<file path="config.mk">
export PLATFORM = sky130hd
export DESIGN_NAME = game_flow_ctrl
export DESIGN_NICKNAME = d
export VERILOG_FILES = /design/src/rtl/game_flow_ctrl.sv
export SDC_FILE = /design/constraint.sdc
export NUM_CORES = 1
export LEC_CHECK = 0
export ABC_CLOCK_PERIOD_IN_PS = 5150
export CAP_MARGIN = 20
export CORE_UTILIZATION = 50
export CTS_BUF_LIST = sky130_fd_sc_hd__clkbuf_8
export DETAILED_ROUTE_END_ITERATION = 6
export DONT_BUFFER_PORTS = 1
export GPL_ROUTABILITY_DRIVEN = 0
export PLACE_DENSITY = 0.71
export SYNTH_ARGS = -nofsm -noshare
export SYNTH_HDL_FRONTEND = slang
export SYNTH_SLANG_ARGS = --single-unit
</file>
<file path="constraint.sdc">
create_clock -name clk -period 5.15 [get_ports clk]
set_input_delay 0.515 -clock clk [delete_from_list [all_inputs] [get_ports clk]]
set_output_delay 0.515 -clock clk [all_outputs]
set_load 0.05 [all_outputs]
</file>
<file path="src/rtl/game_flow_ctrl.sv">
// Game round flow control: menu/run/pause/end sequencing, round timer with
// setting adjust, fall-speed levels and the periodic player-controls swap window.
module game_flow_ctrl #(
  parameter int NPLAYER     = 2,
  parameter int TW          = 16,
  parameter int TICK_DIV    = 50000000,
  parameter int UNIT        = 60,
  parameter int SET_DEF     = 3,
  parameter int SET_MAX     = 15,
  parameter int SWAP_PERIOD = 256,
  parameter int SWAP_LEN    = 5,
  parameter int SPD1_AT     = 256,
  parameter int SPD2_AT     = 48
) (
  input  logic                 clk,
  input  logic                 rstn,
  input  logic                 space,
  input  logic                 pause,
  input  logic                 restart,
  input  logic [NPLAYER-1:0]   fail,
  input  logic [5*NPLAYER-1:0] ctrl_in,
  output logic [5*NPLAYER-1:0] ctrl_out,
  output logic [2:0]           state,
  output logic                 start,
  output logic                 ifstart,
  output logic                 help,
  output logic [TW-1:0]        timer,
  output logic [3:0]           setting,
  output logic                 swap,
  output logic [1:0]           speed
);

  typedef enum logic [2:0] {
    S_IDLE  = 3'd0,
    S_RUN   = 3'd1,
    S_PAUSE = 3'd2,
    S_END   = 3'd3,
    S_MAIN  = 3'd4
  } state_t;

  localparam int DW = (TICK_DIV > 1) ? $clog2(TICK_DIV) : 1;
  localparam int CW = (SWAP_LEN > 0) ? $clog2(SWAP_LEN + 1) : 1;

  state_t               cur_st, nxt_st;
  logic [DW-1:0]        presc;
  logic [CW-1:0]        swap_cnt;
  logic                 tick, any_up, any_dn, swap_hit;
  logic [TW-1:0]        timer_load, timer_dec;
  logic [5*NPLAYER-1:0] ctrl_nxt;

  always_ff @(posedge clk or negedge rstn) begin
    if (!rstn) cur_st <= S_MAIN;
    else       cur_st <= nxt_st;
  end

  // END before PAUSE so a loss in the same cycle as a pause request ends the round
  always_comb begin
    nxt_st = cur_st;
    if (restart) nxt_st = S_MAIN;
    else begin
      case (cur_st)
        S_MAIN:  if (space) nxt_st = S_IDLE;
        S_IDLE:  if (space && timer != '0) nxt_st = S_RUN;
        S_RUN:   if ((|fail) || timer == '0) nxt_st = S_END;
                 else if (pause) nxt_st = S_PAUSE;
        S_PAUSE: if (space) nxt_st = S_RUN;
        default: ;
      endcase
    end
  end

  always_comb begin
    state   = cur_st;
    start   = (cur_st == S_RUN);
    ifstart = (cur_st == S_RUN) || (cur_st == S_PAUSE) || (cur_st == S_END);
    help    = (cur_st == S_MAIN) || (cur_st == S_PAUSE);
  end

  // In the menu only up/down pass through; swap is always clear there
  always_comb begin
    any_up   = 1'b0;
    any_dn   = 1'b0;
    ctrl_nxt = '0;
    for (int unsigned i = 0; i < NPLAYER; i++) begin
      any_up = any_up | ctrl_in[5*i];
      any_dn = any_dn | ctrl_in[5*i+1];
      if (start)
        ctrl_nxt[5*i +: 5] = swap ? ctrl_in[5*((i+1)%NPLAYER) +: 5] : ctrl_in[5*i +: 5];
      else if (!ifstart)
        ctrl_nxt[5*i +: 5] = {3'b000, ctrl_in[5*i+1], ctrl_in[5*i]};
    end
  end

  assign timer_load = TW'(32'(setting) * 32'(UNIT));
  assign timer_dec  = timer - TW'(1);
  assign tick       = (cur_st == S_RUN) && (presc == DW'(TICK_DIV - 1));
  assign swap_hit   = (timer != '0) && (timer_dec != '0) &&
                      ((timer_dec & TW'(SWAP_PERIOD - 1)) == '0);
  assign swap       = (swap_cnt != '0);

  always_ff @(posedge clk or negedge rstn) begin
    if (!rstn) begin
      setting  <= 4'(SET_DEF);
      timer    <= TW'(SET_DEF * UNIT);
      presc    <= '0;
      swap_cnt <= '0;
      speed    <= '0;
      ctrl_out <= '0;
    end else if (restart) begin
      timer    <= timer_load;
      presc    <= '0;
      swap_cnt <= '0;
      speed    <= '0;
      ctrl_out <= '0;
    end else begin
      ctrl_out <= ctrl_nxt;
      if (!ifstart) begin
        if (any_up) begin
          if (setting < 4'(SET_MAX)) setting <= setting + 4'd1;
        end else if (any_dn && setting > 4'd1) begin
          setting <= setting - 4'd1;
        end
        timer    <= timer_load;
        presc    <= '0;
        swap_cnt <= '0;
        speed    <= '0;
      end else begin
        if (cur_st == S_RUN) presc <= tick ? '0 : presc + DW'(1);
        if (tick && timer != '0) timer <= timer_dec;
        if (tick) begin
          if (swap_hit)  swap_cnt <= CW'(SWAP_LEN);
          else if (swap) swap_cnt <= swap_cnt - CW'(1);
        end
        if (timer <= TW'(SPD2_AT))      speed <= 2'd2;
        else if (timer <= TW'(SPD1_AT)) speed <= 2'd1;
        else                            speed <= 2'd0;
      end
    end
  end

endmodule

</file>
==> impl_metrics.env, run 1 <==
export IMPL_status="finished, final reports clean"
export IMPL_utilization=0.562
export IMPL_cts_setup_buffers=0
export IMPL_avgSynthCellArea_um2=9.01
export IMPL_vias=3106
export IMPL_path_delay_family="adder cells"
export IMPL_die_w_um=91.6
export IMPL_path_clk_slew_ns=0.07
export IMPL_synthDistinctLibCells=57
export IMPL_rsz0062_at_grt="no"
export IMPL_yosys_warnings=0
export IMPL_io_buffers=0
export IMPL_finalClockSkew_ns=0.00808
export IMPL_grt_overflow=0
export IMPL_diodes=0
export IMPL_ys_ff_latch=64
export IMPL_cp_data_arrival_time_ns=3.47
export IMPL_timing_fmax_mhz=305
export IMPL_syn_num_nets=491
export IMPL_endpoint_kind="register"
export IMPL_syn2layout_area_growth_pct=8.20
export IMPL_power_density_nw_per_um2=535
export IMPL_crit_type="reg2reg"
export IMPL_htree_levels=3
export IMPL_vdd_ir_drop_max_v=0.000665
export IMPL_cpPeakStageDelay_ns=0.84
export IMPL_cts_tree="done"
export IMPL_drtPass1Iterations=5
export IMPL_setup_ws_ns=1.87
export IMPL_grt_max_degree=58
export IMPL_final_antenna_net_count=0
export IMPL_critPathMaxFanout=9
export IMPL_synth_edf_count=0
export IMPL_critical_path_cell_chain="fa_1 > fa_1 > ha_1 > a21o_1 > a21oi_1 > o21bai_1 > a21oi_1 > xor2_1 > a21boi_1"
export IMPL_synth_seq_area_share=0.401
export IMPL_crit_path_start_kind="register"
export IMPL_grt_pass1_wl_um=15000
export IMPL_drv_cap=0
export IMPL_leakagePower_uw=0.00173
export IMPL_hpwl_um=6210
export IMPL_numCtsBuffers=9
export IMPL_power_uw=2320
export IMPL_drc=0
export IMPL_numClockSinks=64
export IMPL_worst_pin_slew_ns=0.999
export IMPL_initial_utilization=0.519
export IMPL_rows=32
export IMPL_clockBufferDepth=2
export IMPL_hp_class="in2async"
export IMPL_clk_latency_ns=0.35
export IMPL_synth_area_um2=4010
export IMPL_setup_viol=0
export IMPL_antenna_found_initial=0
export IMPL_ios=56
export IMPL_cp_slowest_cell="dfrtp_1"
export IMPL_first_global_vias=3122
export IMPL_finalHoldViolations=0
export IMPL_fin_hold_ws_ns=0.0257
export IMPL_cts_root_buf="clkbuf_8"
export IMPL_wl_per_cell_um=16.1
export IMPL_slew_viol_final=0
export IMPL_drt_iter0_drc=123
export IMPL_period_minus_slack_ns=3.28
export IMPL_preCtsSetupSlack_ns=1.84
export IMPL_drive_gt1_frac=0.0764
export IMPL_routed_via_density=5.68
export IMPL_timing_critical_path_buf_inv=0
export IMPL_synth_ff_type="dfrtp_1"
export IMPL_wl_um=8780
export IMPL_slew_headroom=0.331
export IMPL_nets=487
export IMPL_track_usage=0.229
export IMPL_syn_inst=445
export IMPL_core_um2=7730
export IMPL_ys_async_sr_fraction=1.00
export IMPL_die_y_um=91.6
export IMPL_setup_tns_ns=0
export IMPL_final_period_utilization=0.636
export IMPL_crit_required_ns=5.35
export IMPL_die_area_um2=8390
## repair_timing
item                                    4_1_cts  5_1_grt
endpoints found under the setup margin        0        0
endpoints found under the hold margin        57        0
hold buffers                                  2        0
resized for setup                             0        0
## per-layer routing
layer	wire [µm]	vias to the layer above	track usage
met5	0	-	0
met4	174	0	0.103
met3	328	13	0.0477
met2	4420	52	0.377
met1	3860	1515	0.290
li1	-	1526	-
## area by class of cell
cell class                 instances  area, µm²
fill                             695       3390
timing repair buffer               4       52.6
tap                              102        128
sequential                        64       1610
multi-input combinational        341       2250
inverter                          21       78.8
clock buffer                      11        151
clock inverter                     4       68.8
## report_power, final
part / internal (µW) / total [µW] / leakage (µW) / switching [µW]
logic: 417 / 911 / 0.000761 / 494
registers: 594 / 925 / 0.000851 / 331
clock network: 294 / 487 / 0.000117 / 193
total: 1310 / 2320 / 0.00173 / 1020
## cell families (layout without fill, tap and decap cells)
kind of cell,Yosys count,count (layout),share of synthesized area
xor gates and xnor gates,44,44,0.0961
AOI/OAI and AO/OA,71,71,0.108
DFF,64,64,0.401
adders and majority gates,29,29,0.0998
and+or+nand+nor,196,196,0.254
muxes,1,1,0.00250
buffers and inverters,40,40,0.0387
## layout by cell type (no fill, tap or decap), drive strengths merged, types with 17 or more instances in the layout
cell type / netlist / layout
xnor2: 25 / 25
dfrtp: 57 / 57
o21ai: 17 / 17
inv: 20 / 21
nor3: 19 / 19
nand2: 44 / 44
ha: 24 / 24
nand3: 21 / 21
xor2: 19 / 19
a21oi: 28 / 28
nor2: 57 / 57
## synth_stat cells, types with 3 or more instances
| cell | count | share of area |
|---|---|---|
| a21oi_1 | 28 | 0.035 |
| nor3_1 | 17 | 0.021 |
| inv_1 | 20 | 0.019 |
| a21o_1 | 4 | 0.0075 |
| nand4_1 | 7 | 0.011 |
| o21ai_0 | 12 | 0.015 |
| clkbuf_1 | 14 | 0.013 |
| nand3_1 | 21 | 0.026 |
| and2_1 | 3 | 0.0047 |
| o21ai_1 | 5 | 0.0062 |
| nor3b_1 | 4 | 0.0075 |
| nor2_1 | 57 | 0.053 |
| ha_1 | 24 | 0.075 |
| dfstp_2 | 7 | 0.046 |
| or3_1 | 11 | 0.017 |
| or4_1 | 4 | 0.0075 |
| xnor2_1 | 25 | 0.055 |
| and4_1 | 3 | 0.0066 |
| buf_2 | 3 | 0.0037 |
| xor2_1 | 19 | 0.041 |
| nand2_1 | 44 | 0.041 |
| fa_1 | 5 | 0.025 |
| dfrtp_1 | 57 | 0.36 |
| a2111oi_0 | 3 | 0.0066 |
| a22o_1 | 4 | 0.0087 |
## sequential cells by signal, summed over array words and instances (netlist names)
register / flops
ctrl_out: 10
presc: 26
setting: 4
speed: 2
state: 3
swap_cnt: 3
timer: 16
## stage by stage
stage / instance area [µm²] / cells
final: 4340 / 547
after global routing: 4340 / 547
after CTS: 4340 / 547
after floorplan: 4010 / 445
after detailed placement: 4080 / 530
after global placement: 4080 / 530
## path summary, 6_finish.rpt
| path | start | endpoint | slack (ns) | cells past startpoint |
|---|---|---|---|---|
| max | setting[2] | timer[9] | 1.87 | 9 |
| min | rstn | timer[11] | 0.03 | 1 |
| max reg2reg | setting[2] | timer[9] | 1.87 | 9 |
| min reg2reg | swap_cnt[1] | swap_cnt[1] | 0.52 | 2 |
| max in group asynchronous | rstn | timer[2] | 4.25 | 1 |
| min in group clk | restart | state[1] | 0.24 | 1 |
(Power assumes the default switching activity.)
==> inputs of run 2 (changes only) <==
--- a/config.mk
+++ b/config.mk
@@ -5,7 +5,7 @@
 export SDC_FILE = /design/constraint.sdc
 export NUM_CORES = 1
 export LEC_CHECK = 0
-export ABC_CLOCK_PERIOD_IN_PS = 5150
+export ABC_CLOCK_PERIOD_IN_PS = 3370
 export CAP_MARGIN = 20
 export CORE_UTILIZATION = 50
 export CTS_BUF_LIST = sky130_fd_sc_hd__clkbuf_8
==> constraint.sdc (replaced) <==
create_clock -name clk -period 3.37 [get_ports clk]
set_input_delay 0.337 -clock clk [delete_from_list [all_inputs] [get_ports clk]]
set_output_delay 0.337 -clock clk [all_outputs]
set_load 0.05 [all_outputs]
==> run 2 against run 1 <==
Against the previous run:
- sequential cell count stayed put
- first-iteration DRC count up 36%
- setup slack got worse by 1.4 ns
- maximum frequency is 14% higher
- register-to-register slack got worse by 1.4 ns
- sequential share of layout area decreased by 1.1 points
==> impl_metrics.env, run 2 (synthesis gave the netlist of run 1 again) <==
export IMPL_status="finished, final reports clean"
export IMPL_design_area_um2=4470
export IMPL_drt_iter0_drc=167
export IMPL_grt_max_degree=65
export IMPL_critPathMaxFanout=8
export IMPL_rsz0062_at_grt="no"
export IMPL_numCtsBuffers=9
export IMPL_wl_um=8610
export IMPL_drc=0
export IMPL_numClockSinks=64
export IMPL_htree_levels=3
export IMPL_die_w_um=91.6
export IMPL_clockBufferDepth=2
export IMPL_finalHoldViolations=0
export IMPL_slew_viol_final=0
export IMPL_dpl_cell_area_um2=4190
export IMPL_fillCellCount=680
export IMPL_power_density_nw_per_um2=821
export IMPL_layout_common_cells="nor2_1, dfrtp_1, nand2_1, a21oi_1, xnor2_1"
export IMPL_vias=3150
export IMPL_cts_setup_buffers=0
export IMPL_nets=501
export IMPL_finalClockSkew_ns=0.00707
export IMPL_die_y_um=91.6
export IMPL_track_usage=0.220
export IMPL_largest_reg_flops=26
export IMPL_top_regs="presc (26), timer (16), ctrl_out (10)"
export IMPL_power_uw=3670
export IMPL_grt_pass1_wl_um=14600
export IMPL_drive_gt1_frac=0.109
export IMPL_r2r_start="setting[0]"
export IMPL_ff2ff_path_depth=10
export IMPL_first_global_vias=3077
export IMPL_largest_register="presc"
export IMPL_wl_per_cell_um=15.3
export IMPL_cts_tree="done"
export IMPL_drv_cap=0
export IMPL_routed_via_density=5.60
export IMPL_syn2layout_area_growth_pct=11.4
export IMPL_min_from="restart"
export IMPL_setup_viol=0
export IMPL_slew_headroom=0.286
export IMPL_crit_type="reg2reg"
export IMPL_antenna_found_initial=0
export IMPL_utilization=0.578
export IMPL_core_um2=7730
export IMPL_vdd_ir_drop_max_v=0.000677
export IMPL_diodes=0
export IMPL_leakagePower_uw=0.00180
export IMPL_cp_data_arrival_time_ns=3.08
export IMPL_final_antenna_net_count=0
export IMPL_initial_utilization=0.519
export IMPL_final_period_utilization=0.855
export IMPL_hpwl_um=6100
export IMPL_period_minus_slack_ns=2.88
export IMPL_holdPathEnd="state[0]"
export IMPL_rrSetupSlack_ns=0.49
export IMPL_clk_latency_ns=0.35
export IMPL_setup_tns_ns=0
export IMPL_cts_root_buf="clkbuf_8"
export IMPL_endpoint_kind="register"
export IMPL_ios=56
export IMPL_crit_required_ns=3.57
export IMPL_cts_resized_gates=0
export IMPL_crit_path_start_kind="register"
export IMPL_die_area_um2=8390
export IMPL_worstReg2RegEnd="timer[9]"
export IMPL_grt_overflow=0
export IMPL_rows=32
export IMPL_io_buffers=0
export IMPL_drtPass1Iterations=4
export IMPL_hp_class="in2reg"
export IMPL_path_clk_slew_ns=0.08
export IMPL_worst_pin_slew_ns=1.07
export IMPL_hold_depth=1
export IMPL_timing_fmax_mhz=347
-- run 2: cell types whose count changed in the layout (fill, tap and decap cells not counted) --
| cell | previous run | this run |
|---|---|---|
| buf_4 | 2 | 16 |
| bufinv_16 | 2 | 3 |
| clkbuf_8 | 11 | 9 |
| clkinvlp_4 | 0 | 2 |
| inv_1 | 21 | 20 |
| inv_6 | 0 | 1 |
-- run 2: where the power goes --
part           switching (µW)  leakage [µW]  internal (µW)
logic                     929      0.000831            686
clock network             320      0.000116            492
registers                 335      0.000851            908
-- run 2: cell type report --
class | instances | area (µm²) | share of cell area
tap | 102 | 128 | 0.0286
timing repair buffer | 18 | 158 | 0.0353
multi-input combinational | 341 | 2250 | 0.504
clock inverter | 7 | 119 | 0.0266
sequential | 64 | 1610 | 0.360
clock buffer | 9 | 124 | 0.0277
inverter | 21 | 78.8 | 0.0176
-- run 2: timing repair --
item / in CTS / in global routing
endpoints found under the setup margin: 0 / 0
hold buffers: 2 / 0
endpoints found under the hold margin: 64 / 0
-- run 2: metrics by stage --
stage / hold slack [ns] / instances / setup WS [ns]
global route: 0.0360 / 562 / 0.251
finish: 0.0615 / 562 / 0.488
CTS: 0.0473 / 562 / 0.484
global placement: 0.0447 / 544 / 0.569
floorplan: 0.0414 / 445 / 0.262
detailed placement: 0.0447 / 544 / 0.502
-- run 2: critical path, cell delays in order, from the launching register on --
cell and delay (ns):
dfstp_2 0.55, buf_4 0.24, ha_1 0.30, fa_1 0.47
ha_1 0.29, a21o_1 0.15, a21oi_1 0.22, o21bai_1 0.09
a21oi_1 0.17, xor2_1 0.17, a21boi_1 0.08
-- run 2: worst max path at each step --
stage	start	endpoint	slack, ns	cells after the start
2_1_floorplan	state[1]	presc[11]	0.26	8
3_3_place_gp	setting[0]	timer[9]	0.57	10
3_5_place_dp	setting[0]	timer[9]	0.50	10
4_1_cts	setting[0]	timer[9]	0.48	10
5_1_grt	setting[0]	timer[9]	0.25	10
6_report	setting[0]	timer[9]	0.49	10
-- run 2: per-layer routing --
metal  up-vias  share of wire  track usage
li1       1560              -            -
met1      1509           0.44        0.280
met2        71           0.50        0.355
met3        10          0.046       0.0578
met4         0          0.015       0.0860
met5         -              0            0
==> inputs of run 3 (changes only) <==
--- a/config.mk
+++ b/config.mk
@@ -5,7 +5,7 @@
 export SDC_FILE = /design/constraint.sdc
 export NUM_CORES = 1
 export LEC_CHECK = 0
-export ABC_CLOCK_PERIOD_IN_PS = 3370
+export ABC_CLOCK_PERIOD_IN_PS = 3430
 export CAP_MARGIN = 20
 export CORE_UTILIZATION = 50
 export CTS_BUF_LIST = sky130_fd_sc_hd__clkbuf_8
==> constraint.sdc (replaced) <==
create_clock -name clk -period 3.43 [get_ports clk]
set_input_delay 0.343 -clock clk [delete_from_list [all_inputs] [get_ports clk]]
set_output_delay 0.343 -clock clk [all_outputs]
set_load 0.05 [all_outputs]
==> run 3 against run 2 <==
Against the previous run:
- first-iteration DRC count shrank 23%
- sequential power about the same
- utilization down 0.94 points
- via count is 0.70% higher
- combinational power is 2% lower
- die area unchanged
- non-clock buffer count decreased by 2
- cell count is 0.53% lower
- clock skew increased by 0.0021 ns
- global-route usage decreased by 0.53 points
- hold slack improved by 0.030 ns
- sequential share of layout area rose by 0.60 points
- critical endpoint is now swap_cnt[1]
- highest routed layer unchanged
==> impl_metrics.env, run 3 (synthesis gave the netlist of run 1 again) <==
export IMPL_crit_type="reg2reg"
export IMPL_track_usage=0.214
export IMPL_cts_tree="done"
export IMPL_drc=0
export IMPL_clk_latency_ns=0.34
export IMPL_hp_class="in2reg"
export IMPL_largest_reg_flops=26
export IMPL_diodes=0
export IMPL_crit_cells=6
export IMPL_die_y_um=91.6
export IMPL_internal_power_uw=1850
export IMPL_largest_register="presc"
export IMPL_period_minus_slack_ns=3.01
export IMPL_grt_pass1_wl_um=14300
export IMPL_io_buffers=0
export IMPL_fillCellCount=684
export IMPL_finalHoldViolations=0
export IMPL_die_w_um=91.6
export IMPL_rsz0062_at_grt="no"
export IMPL_utilization=0.569
export IMPL_critical_path_cell_chain="nor4_1 > nand3_1 > xnor2_1 > a2111oi_0 > o22ai_1 > a21oi_1"
export IMPL_slew_viol_final=0
export IMPL_pwr_share_comb=0.468
export IMPL_numCtsBuffers=9
export IMPL_clock_power_share=0.171
export IMPL_leakagePower_uw=0.00177
export IMPL_slew_headroom=0.306
export IMPL_cts_root_buf="clkbuf_8"
export IMPL_path_clk_slew_ns=0.07
export IMPL_timing_fmax_mhz=333
export IMPL_finalClockSkew_ns=0.00915
export IMPL_cp_slowest_cell="a2111oi_0"
export IMPL_antenna_found_initial=0
export IMPL_critPathMaxFanout=8
export IMPL_path_delay_family="compound AO/OA/AOI/OAI gates"
export IMPL_layout_common_cells="nor2_1, dfrtp_1, nand2_1, a21oi_1, xnor2_1"
export IMPL_seqPwrFrac=0.362
export IMPL_htree_levels=3
export IMPL_crit_required_ns=3.68
export IMPL_drtPass1Iterations=5
export IMPL_switching_share=0.452
export IMPL_switchingPower_uw=1530
export IMPL_setup_tns_ns=0
export IMPL_cts_resized_gates=0
export IMPL_rows=32
export IMPL_status="finished, final reports clean"
export IMPL_top_regs="presc (26), timer (16), ctrl_out (10)"
export IMPL_numClockSinks=64
export IMPL_hold_depth=1
export IMPL_worst_pin_slew_ns=1.04
export IMPL_nets=499
export IMPL_drt_iter0_drc=129
export IMPL_grt_overflow=0
export IMPL_final_period_utilization=0.877
export IMPL_power_density_nw_per_um2=769
export IMPL_drive_gt1_frac=0.101
export IMPL_crit_path_start_kind="register"
export IMPL_routed_via_density=5.67
export IMPL_ff2ff_path_depth=6
export IMPL_cpPeakStageDelay_ns=0.82
export IMPL_endpoint_kind="register"
export IMPL_die_area_um2=8390
export IMPL_vdd_ir_drop_max_v=0.000745
export IMPL_grt_max_degree=65
export IMPL_timing_critical_path_buf_inv=0
export IMPL_first_global_vias=3019
export IMPL_ios=56
export IMPL_syn2layout_area_growth_pct=9.58
export IMPL_wl_um=8550
export IMPL_initial_utilization=0.519
export IMPL_drv_cap=0
export IMPL_clockBufferDepth=2
export IMPL_cp_data_arrival_time_ns=3.26
export IMPL_final_antenna_net_count=0
export IMPL_hpwl_um=6190
export IMPL_core_um2=7730
export IMPL_vias=3172
export IMPL_wl_per_cell_um=15.3
export IMPL_setup_viol=0
[run 3: cell count changes in the layout (fill, tap and decap cells not counted), sizes merged]
cell,before,now
buf,17,15
bufinv,3,0
clkinv,2,3
clkinvlp,2,1
clkbuf,9,11
[run 3: cell type report]
type                    instances  area (µm²)  area share
multi-input cells             341        2250       0.512
flip-flops and latches         64        1610       0.366
repair buffers                 16         155      0.0353
clock buffers                  11         151      0.0344
well taps                     102         128      0.0290
inverters                      21        78.8      0.0179
clock inverters                 4        21.3     0.00484
[run 3: path summary, 6_finish.rpt]
check                                  from           to  slack [ns]
worst max register to register     timer[3]  swap_cnt[1]        0.42
min in group asynchronous              rstn    presc[19]        0.54
max in group asynchronous              rstn     state[2]        2.57
worst min-delay path                restart     state[1]        0.09
worst min register to register  swap_cnt[1]  swap_cnt[1]        0.53
worst max-delay path               timer[3]  swap_cnt[1]        0.42
[run 3: per-stage QoR]
stage / power [µW] / worst slack [ns] / hold slack (ns) / instance area (µm²) / instances
after global routing: 3650 / 0.210 / 0.0704 / 4400 / 559
after global placement: 2730 / 0.461 / 0.0507 / 4190 / 542
after floorplan: 2460 / 0.322 / 0.0474 / 4020 / 445
after CTS: 3410 / 0.461 / 0.0738 / 4400 / 559
after detailed placement: 2800 / 0.476 / 0.0507 / 4190 / 542
final: 3380 / 0.423 / 0.0912 / 4400 / 559
[run 3: timing repair]
action                    4_1_cts  5_1_grt
hold buffers                    2        0
hold endpoints to repair       64        0
buffers inserted                0        0
[run 3: layer usage]
metal  share of wire  track usage
met2            0.49        0.350
met1            0.45        0.276
met3           0.036       0.0544
met4           0.023       0.0754
met5               0            0
[run 3: power groups by stage]
stage	combinational (µW)	clock, µW	sequential (µW)
floorplan	1160	0	1290
global placement	1500	0	1230
detailed placement	1570	0	1240
CTS	1600	590	1220
global route	1800	620	1240
finish	1580	576	1220
